==> src/rtl/exec_sequencer.sv <==
// exec_sequencer: SEQ execute-stage controller sequencing a shared ALU, owning CC and cnd.
// Optional EXEC_SEQ_PERF_EN adds saturating retired/stall counters.
module exec_sequencer #(
  parameter int W = 64,
  parameter int STACK_STEP = 8
) (
  input  logic         clk,
  input  logic         rst_n,
  input  logic         in_valid,
  output logic         in_ready,
  input  logic [3:0]   icode,
  input  logic [3:0]   ifun,
  input  logic [W-1:0] valA,
  input  logic [W-1:0] valB,
  input  logic [W-1:0] valC,
  output logic [1:0]   alu_control,
  output logic [W-1:0] alu_a,
  output logic [W-1:0] alu_b,
  input  logic [W-1:0] alu_ans,
  input  logic         alu_overflow,
  output logic         out_valid,
  input  logic         out_ready,
  output logic [W-1:0] valE,
  output logic         cnd,
  output logic         err,
  output logic [2:0]   cc
`ifdef EXEC_SEQ_PERF_EN
  ,
  output logic [31:0]  perf_retired,
  output logic [31:0]  perf_stall
`endif
);
  typedef enum logic [1:0] {IDLE, EXEC, RESP} state_t;
  state_t state;
  logic [3:0] ic, fn;
  logic [1:0] ctl_n;
  logic [W-1:0] a_n, b_n;
  logic zf, sf, ovf, lt, cond, bad, is_cond;
  assign {zf, sf, ovf} = cc;
  assign lt = sf ^ ovf;
  assign is_cond = (ic == 4'h2) || (ic == 4'h7);
  assign bad = (ic > 4'hB) || (ic == 4'h6 && fn > 4'h3) || (is_cond && fn > 4'h6);
  always_comb begin
    ctl_n = 2'b00;
    a_n = '0;
    b_n = '0;
    case (icode)
      4'h2: a_n = valA;
      4'h3: a_n = valC;
      4'h4, 4'h5: begin a_n = valB; b_n = valC; end
      4'h6: begin ctl_n = ifun[1:0]; a_n = valB; b_n = valA; end
      4'h8, 4'hA: begin a_n = valB; b_n = -W'(STACK_STEP); end
      4'h9, 4'hB: begin a_n = valB; b_n = W'(STACK_STEP); end
      default: ;
    endcase
  end
  always_comb begin
    case (fn)
      4'h0: cond = 1'b1;
      4'h1: cond = lt | zf;
      4'h2: cond = lt;
      4'h3: cond = zf;
      4'h4: cond = !zf;
      4'h5: cond = !lt;
      4'h6: cond = !lt && !zf;
      default: cond = 1'b0;
    endcase
  end
  // cnd reads cc before this instruction's own update lands on the same edge
  always_ff @(posedge clk) begin
    if (!rst_n) begin
      state <= IDLE;
      in_ready <= 1'b1;
      out_valid <= 1'b0;
      valE <= '0;
      cnd <= 1'b0;
      err <= 1'b0;
      alu_control <= 2'b00;
      alu_a <= '0;
      alu_b <= '0;
      cc <= 3'b100;
      ic <= '0;
      fn <= '0;
    end else begin
      case (state)
        IDLE: if (in_valid) begin
          ic <= icode;
          fn <= ifun;
          alu_control <= ctl_n;
          alu_a <= a_n;
          alu_b <= b_n;
          in_ready <= 1'b0;
          state <= EXEC;
        end
        EXEC: begin
          valE <= bad ? '0 : alu_ans;
          cnd <= !bad && is_cond && cond;
          err <= bad;
          if (!bad && ic == 4'h6) cc <= {alu_ans == '0, alu_ans[W-1], alu_overflow};
          out_valid <= 1'b1;
          state <= RESP;
        end
        RESP: if (out_ready) begin
          out_valid <= 1'b0;
          in_ready <= 1'b1;
          state <= IDLE;
        end
        default: state <= IDLE;
      endcase
    end
  end
`ifdef EXEC_SEQ_PERF_EN
  always_ff @(posedge clk) begin
    if (!rst_n) begin
      perf_retired <= '0;
      perf_stall <= '0;
    end else if (state == RESP) begin
      if (out_ready && perf_retired != '1) perf_retired <= perf_retired + 32'd1;
      if (!out_ready && perf_stall != '1) perf_stall <= perf_stall + 32'd1;
    end
  end
`endif
endmodule

==> config.mk <==
export PLATFORM = sky130hd
export DESIGN_NAME = exec_sequencer
export DESIGN_NICKNAME = d
export VERILOG_FILES = /design/src/rtl/exec_sequencer.sv
export SDC_FILE = /design/constraint.sdc
export NUM_CORES = 1
export LEC_CHECK = 0
export ABC_AREA = 0
export CAP_MARGIN = 20
export CORE_AREA = 8 8 175 177
export DETAILED_ROUTE_END_ITERATION = 6
export DIE_AREA = 0 0 183 185
export PLACE_DENSITY_LB_ADDON = 0.1
export SETUP_SLACK_MARGIN = 0.15
export SKIP_CTS_REPAIR_TIMING = 1
export SYNTH_ARGS = -nofsm -noshare
export SYNTH_HDL_FRONTEND = slang
export SYNTH_SLANG_ARGS = --single-unit
==> constraint.sdc <==
create_clock -name clk -period 2.7 [get_ports clk]
set_clock_uncertainty 0.1 [all_clocks]
set_input_delay 0.54 -clock clk [delete_from_list [all_inputs] [get_ports clk]]
set_output_delay 0.54 -clock clk [all_outputs]
set_load 0.02 [all_outputs]
**Word level (Yosys, flattened, before mapping)**

Cells that the tools add are included.
Widths: inputs -> output; s select.

- Register bits after elaboration: 211
- Input bits: 269
- Output and inout bits: 201
- Word-level logic and storage cells: 78

- $lt $le $gt $ge: 3
- Equal/unequal tests: 22
- Bitwise operators: 2
- Reductions and logical operators: 26
- Multiplexer cells: 13

Operator list:

| kind | count |
|---|---|
| $pmux 64 s4 | 1 |
| $pmux 64 s3 | 1 |
| $logic_not 64->1 | 1 |
| $mux 64 | 1 |
| $eq 4x3->1 const B | 8 |
| $eq 4x2->1 const B | 5 |
| $eq 4x4->1 const B | 4 |
| $reduce_and 2->1 | 4 |
| $pmux 1 s7 | 1 |
| $reduce_or 7->1 | 1 |
| $logic_and 1x1->1 | 6 |
| $mux 2 | 3 |
| $pmux 2 s3 | 1 |
| $reduce_or 2->1 | 3 |
| $eq 4x1->1 const B | 1 |
| $gt 4x2->1 const B | 1 |
| $gt 4x3->1 const B | 1 |
| $gt 4x4->1 const B | 1 |
| $logic_not 4->1 | 1 |
| $ne 2x2->1 const B | 2 |
| $pmux 1 s2 | 2 |
| $reduce_bool 2->1 | 2 |
| $logic_not 1->1 | 3 |
| $logic_or 1x1->1 | 3 |
| 7 further kinds | 9 |

**Longest topological paths before layout**

Gate-level depths: netlist of run 1.

- Depth after elaboration: 7
- Mapped depth: 7

**Least setup slack after synthesis of run 1**

Ideal clock, no wire load.

- Path type: in2reg
- From: input port icode[0]
- To: register alu_a[25]
- Stages on the path: 6
- Data required time: 2,468 ps
- Library setup time: 132 ps
- Arrival: 1,808 ps
- Buffers on the path: 3
- Path slack: 660 ps
- Cells stage by stage: clkbuf_1 > buf_2 > buf_2 > mux2_2 > a221oi_1 > nor3_1

- Word-level cells in the longest chain between the ends: 3

Ends and longest elaborated chain:

| what | line | RTL |
|---|---|---|
| from (decl) | 11 | `input logic [3:0] icode,` |
| $eq 4x4->1 or $eq 4x3->1 (tied branches) | 47 | `case (icode)` |
| $reduce_or 7->1 (no line) | -- |  |
| $pmux 64 s3 (*) | 47 |  |
| to (signal assigned) | 90 | `alu_a <= a_n;` |
| to (decl) | 17 | `output logic [W-1:0] alu_a,` |

Every way passes the cells marked *; elsewhere a longest branch is shown, timed or not.
A chain may end at the register's enable or synchronous reset.

**Worst setup path after layout of run 1**

- From: register cc[2]
- To: output port cc[2]

RTL lines:

| what | line | RTL |
|---|---|---|
| from (decl) | 26 | `output logic [2:0] cc` |
| from (signal assigned) | 99 | `if (!bad && ic == 4'h6) cc <= {alu_ans == '0, alu_ans[W-1], alu_overflow};` |

No word-level cell between the ends.

==> run metrics, run 1 <==
status=completed; I/O pin cnt=between 400 and 500; Startpoint Class=flop; initial antenna violation count=5; Root Buffer=clkbuf_16; Starting Density=between 30% and 40%; DP Worst Slack=0.107 ns; detailed placement HPWL=a little under 30000 um; CP arrival=1.61 ns; RSZ-0062 raised after global routing=no; leading area contributor after synthesis=dfxtp_1; CTS Buffer Depth=3; crit-path max FO=5; cell area after synthesis=9150 um^2; syn avg cell area=9.18 um^2; Antenna Nets Post-Route=0; Syn Inst Count=997; Worst EP required=between 2 and 2.5 ns; Layout Cells excl Fill=approximately 1800; CTS tree=yes; Clock Latency Late Sink=~0.52 ns; switching pwr=around 2.4 mW; FF+latch area=4220 um^2; Post-synth EDFFs=0; Crit path buffers/inverters=1; Synth area leaders=dfxtp_1, mux2_2, a221o_1, a221oi_1, a22o_1; Leak=between 5 and 6 nW; Comb pwr share=~22%; min-delay worst type=in -> reg; top cell type's share of synthesized area=46.2%; worst setup margin=between 0.4 and 0.5 ns; CP max stage delay=around 0.67 ns; FP Rows=62; library cells used by synthesis=40; DRT Pass-1 Iters=4; Port-buffer cells=469; Finished Core Util=54.4%; DIE AREA=33900 um^2; period utilisation layout=a little over four fifths; vias per cell=~5.3; drt wl/cell=around 22 um; P per Cell Area=slightly below 600 nW/um^2; layout cells sized above 1=between 10% and 20%; endpoints failing setup=0; H-tree depth=1; Mapped Nets=1266; Most used DFF post-synth=dfxtp_1; CP top delay family=buffers and inverters; hold_ws=around 0.33 ns; Core Region=about 28000 um^2; sequential share of power=just under 40%; clk sinks=around 210; Pint=between 6 and 7 mW; multi-input logic area=about 4500 um^2; max-slew violation count=0; critical path, cell by cell=clkdlybuf4s50_1; global route overflow=0; FFs w/ async S/R, synth=0%; gr usage total=a little under a quarter; # nets final=1700; Die X-Extent=between 150 and 200 um; cts bufs inserted=26; die height=~190 um; register area share after synthesis=46.2%; warnings from Yosys=0; via count=9715; DR iter-0 viols=~500; register bit total from synthesis=approximately 210; total placed cells including tap cells=between 1500 and 2000; max_cap viols=0; Fin. Hold Viols=0; f_max=approximately 440 MHz; # fillers=~2700; clock share of power=between 30% and 40%; Syn-to-layout area delta=67.0%; final setup TNS=0 ns; total length of routed wires=roughly 41000 um; CP Class=reg -> out; Net Sw Frac=a little over a quarter; largest net degree at the start of global routing=between 100 and 150; # DRC=0; vias in the first global route=about 10000; first-pass GRT wire length=approximately 60000 um; VDD IR-drop max=0.000431 V; measured slew at the worst slew-check pin=approximately 0.84 ns; nature of the critical path endpoint=output port; CP max-delay cell=clkdlybuf4s50_1; Worst slew margin=a little over two fifths; GP Congestion=approximately 0.93; Tmin final=between 2 and 2.5 ns; clock-pin slew on the worst setup and hold paths=around 0.06 ns
==> state kept, by name (all words and copies together), names as in the netlist <==
| signal | count |
|---|---|
| err | 1 |
| alu_a | 64 |
| fn | 4 |
| cnd | 1 |
| ic | 4 |
| cc | 3 |
| valE | 64 |
| alu_control | 2 |
| state | 2 |
| alu_b | 64 |
| out_valid | 1 |
| in_ready | 1 |
==> cell families after synthesis <==
logic type      after synthesis  share of synthesized area, %
mux                          67                          8.20
xor+xnor                      2                         0.273
compound gates              283                          24.5
simple gates                331                          15.9
flops                       211                          46.2
buf+inv                     103                          4.92
==> final timing paths <==
| kind | startpoint | to | slack, ns | depth (start not counted) |
|---|---|---|---|---|
| worst min-delay path | icode[0] | ic[0] | 0.33 | 3 |
| worst min register to register | alu_b[63] | alu_b[63] | 0.35 | 2 |
| worst max-delay path | cc[2] | cc[2] | 0.45 | 1 |
| worst max register to register | state[0] | alu_a[25] | 0.83 | 6 |
==> layer usage <==
layer | wire (um) | global-route usage [%] | share of wire [%]
met2 | 19500 | 38.7 | 48
met5 | 0 | 0 | 0
met1 | 15700 | 25.8 | 38
met3 | 4100 | 8.20 | 10
met4 | 1380 | 8.23 | 3.4
==> cell usage after synthesis (2+ instances only) <==
library cell and number:
buf_1 10, o21ai_0 6, dfxtp_1 211, mux2_2 64, nor2_1 78, a221oi_1 67
nor2b_1 3, buf_2 15, mux2i_1 3, a221o_1 60, nand4_1 6, nand2b_1 7
nand2_1 140, nand3_1 3, clkbuf_1 68, buf_6 6, nor3_1 68, nor3b_1 2
a21oi_1 77, nand3b_1 2, nor4_1 16, a22o_1 64, inv_1 3, a31oi_1 2
==> cell usage in the layout, fill, tap and decap left out, types with 2 or more instances in the layout <==
master,instances
clkinv_2,6
mux2_2,64
buf_4,20
a31oi_1,2
dfxtp_1,211
o21ai_0,6
clkbuf_16,27
a22o_1,64
nor3_1,68
diode_2,5
nor3b_2,2
mux2i_1,3
nand2_1,140
buf_12,16
inv_1,3
a221o_1,60
nand3b_1,2
clkbuf_1,6
nor2_1,76
a21oi_1,77
nor4_1,16
nor2_4,2
nand4_1,6
nand3_1,3
nand2b_1,7
clkdlybuf4s50_1,468
a221oi_1,67
clkbuf_8,7
nor2b_1,3
==> power groups by stage <==
stage	Clock (mW)	Combinational (mW)	Sequential, mW
2_1_floorplan	0	0.645	3.69
3_3_place_gp	0	1.95	3.48
3_5_place_dp	0	1.94	3.49
4_1_cts	3.54	1.96	3.42
5_1_grt	3.68	2.08	3.44
6_report	3.44	1.94	3.42
==> metrics by stage <==
step           cell area, um^2  power, mW
2_1_floorplan             9150       4.33
3_3_place_gp             14400       5.43
3_5_place_dp             14400       5.43
4_1_cts                  15300       8.91
5_1_grt                  15300       9.20
6_report                 15300       8.81
==> layout make-up <==
class / count / area share [%]
repair buffers: 505 / 33.8
multi-input cells: 683 / 29.7
flip-flops and latches: 211 / 27.6
clock buffers: 40 / 5.20
well taps: 384 / 3.14
clock inverters: 7 / 0.393
inverters: 4 / 0.115
diodes: 5 / 0.0819
==> worst reg2reg max path: stages (launching register included) <==
cell and delay (ns):
dfxtp_1 0.35, nand2b_1 0.23, or2_4 0.29, buf_12 0.20, a221oi_1 0.34, buf_4 0.18, nor3_1 0.04
(Power assumes the default switching activity.)
==> run 2: changes to the inputs <==
--- a/config.mk
+++ b/config.mk
@@ -7,9 +7,9 @@
 export LEC_CHECK = 0
 export ABC_AREA = 0
 export CAP_MARGIN = 20
-export CORE_AREA = 8 8 175 177
+export CORE_AREA = 8 8 179 181
 export DETAILED_ROUTE_END_ITERATION = 6
-export DIE_AREA = 0 0 183 185
+export DIE_AREA = 0 0 187 189
 export PLACE_DENSITY_LB_ADDON = 0.1
 export SETUP_SLACK_MARGIN = 0.15
 export SKIP_CTS_REPAIR_TIMING = 1
==> constraint.sdc (replaced) <==
create_clock -name clk -period 2 [get_ports clk]
set_clock_uncertainty 0.1 [all_clocks]
set_input_delay 0.4 -clock clk [delete_from_list [all_inputs] [get_ports clk]]
set_output_delay 0.4 -clock clk [all_outputs]
set_load 0.02 [all_outputs]
==> run metrics, run 2 (synthesis results as in run 1) <==
Starting Density=between 30% and 40%; gr usage total=22.0%; GP Congestion=~0.83; CTS tree=yes; Worst EP required=around 2.3 ns; Core Region=a little under 30000 um^2; layout cells sized above 1=15.1%; commonest non-fill, non-tap cell in the layout=clkdlybuf4s50_1; detailed placement HPWL=30900 um; vias per cell=roughly 5.2; die height=189 um; FF+latch area=roughly 4200 um^2; I/O pin cnt=470; Finished Core Util=a little under three fifths; initial antenna violation count=5; commonest cells after routing, fill and taps aside=clkdlybuf4s50_1, dfxtp_1, dlymetal6s2s_1; CTS Buffer Depth=3; Port-buffer cells=469; via count=10000; FP Rows=63; Layout Cells excl Fill=around 1900; Antenna Nets Post-Route=0; max_cap viols=0; first-pass GRT wire length=around 62000 um; P per Cell Area=just over 700 nW/um^2; DR iter-0 viols=roughly 530; Root Buffer=clkbuf_16; final setup TNS=0 ns; period utilisation layout=89.5%; FF-to-FF setup slack=roughly 0.25 ns; CP Class=in -> reg; endpoints failing setup=0; hold_ws=~0.12 ns; # fillers=2639; total length of routed wires=roughly 42000 um; clock-pin slew on the worst setup and hold paths=~0.06 ns; measured slew at the worst slew-check pin=a little over 0.4 ns; Syn-to-layout area delta=80.6%; min-delay worst type=in -> reg; multi-input logic area=roughly 4600 um^2; nature of the critical path endpoint=flop; f_max=between 500 and 600 MHz; max-slew violation count=0; global route overflow=0; Fin. Hold Viols=0; clk sinks=approximately 210; CP arrival=between 2 and 2.5 ns; # nets final=~1800; DIE AREA=approximately 35000 um^2; H-tree depth=1; largest net degree at the start of global routing=65; VDD IR-drop max=between 0.0007 and 0.0008 V; Clock Latency Late Sink=around 0.51 ns; Regs by FF count=alu_a (64), alu_b (64), valE (64); vias in the first global route=about 10000; total placed cells including tap cells=between 1500 and 2000; cts bufs inserted=26; Startpoint Class=input pin; DRT Pass-1 Iters=6; Tmin final=between 1.5 and 2 ns; Worst slew margin=between 70 and 80%; # DRC=0; RSZ-0062 raised after global routing=yes; Leak=9.32 nW; drt wl/cell=21.8 um; crit-path max FO=2; status=completed; Die X-Extent=187 um
-- run 2: critical path, cell delays in order --
cell and delay [ns]:
clkdlybuf4s50_1 0.44, nor4_1 0.29, buf_4 0.15, nand4_1 0.16, or4_1 0.55, o21ai_0 0.14
-- run 2: layout make-up --
class                      count  share of cell area [%]
tap                          390                    2.95
clock inverter                 3                   0.114
clock buffer                  39                    4.78
multi-input combinational    683                    27.6
timing repair buffer         581                    38.8
antenna                        5                  0.0757
sequential                   211                    25.6
inverter                       4                   0.106
-- run 2: layer usage --
layer  vias to the layer above  GRT usage [%]  wire, um
met4                         0           7.09      1340
met2                       424           37.5     20000
met3                        61           7.95      3740
met1                      4778           25.2     16600
met5                         -              0         0
li1                       4778              -         -
-- run 2: worst paths after layout --
check              end  depth (start not counted)         from
max              cc[2]                          6  alu_ans[31]
min           valE[35]                          2  alu_ans[35]
max reg2reg  alu_a[25]                          5     state[0]
min reg2reg  alu_b[55]                          2    alu_b[55]
-- run 2: power breakdown --
group,internal [mW],switching (mW),leakage (nW)
logic,1.47,1.30,7.19
clock network,2.69,1.80,0.401
registers,4.46,0.143,1.73
-- run 2: per-stage QoR --
step                      power, mW  area, um^2  setup WS (ns)
after floorplan                5.85        9160          0.143
after global placement         7.49       15100         -0.515
after detailed placement       7.50       15100         -0.458
after CTS                      12.1       15900         -0.162
after global routing           12.4       16500          0.128
final                          11.9       16500          0.210
==> run 3: changes to the inputs <==
--- a/config.mk
+++ b/config.mk
@@ -10,6 +10,7 @@
 export CORE_AREA = 8 8 179 181
 export DETAILED_ROUTE_END_ITERATION = 6
 export DIE_AREA = 0 0 187 189
+export HOLD_SLACK_MARGIN = 0.1
 export PLACE_DENSITY_LB_ADDON = 0.1
 export SETUP_SLACK_MARGIN = 0.15
 export SKIP_CTS_REPAIR_TIMING = 1
==> results of run 3 <==
Final layout, timing and power as in run 2 (identical DEF).
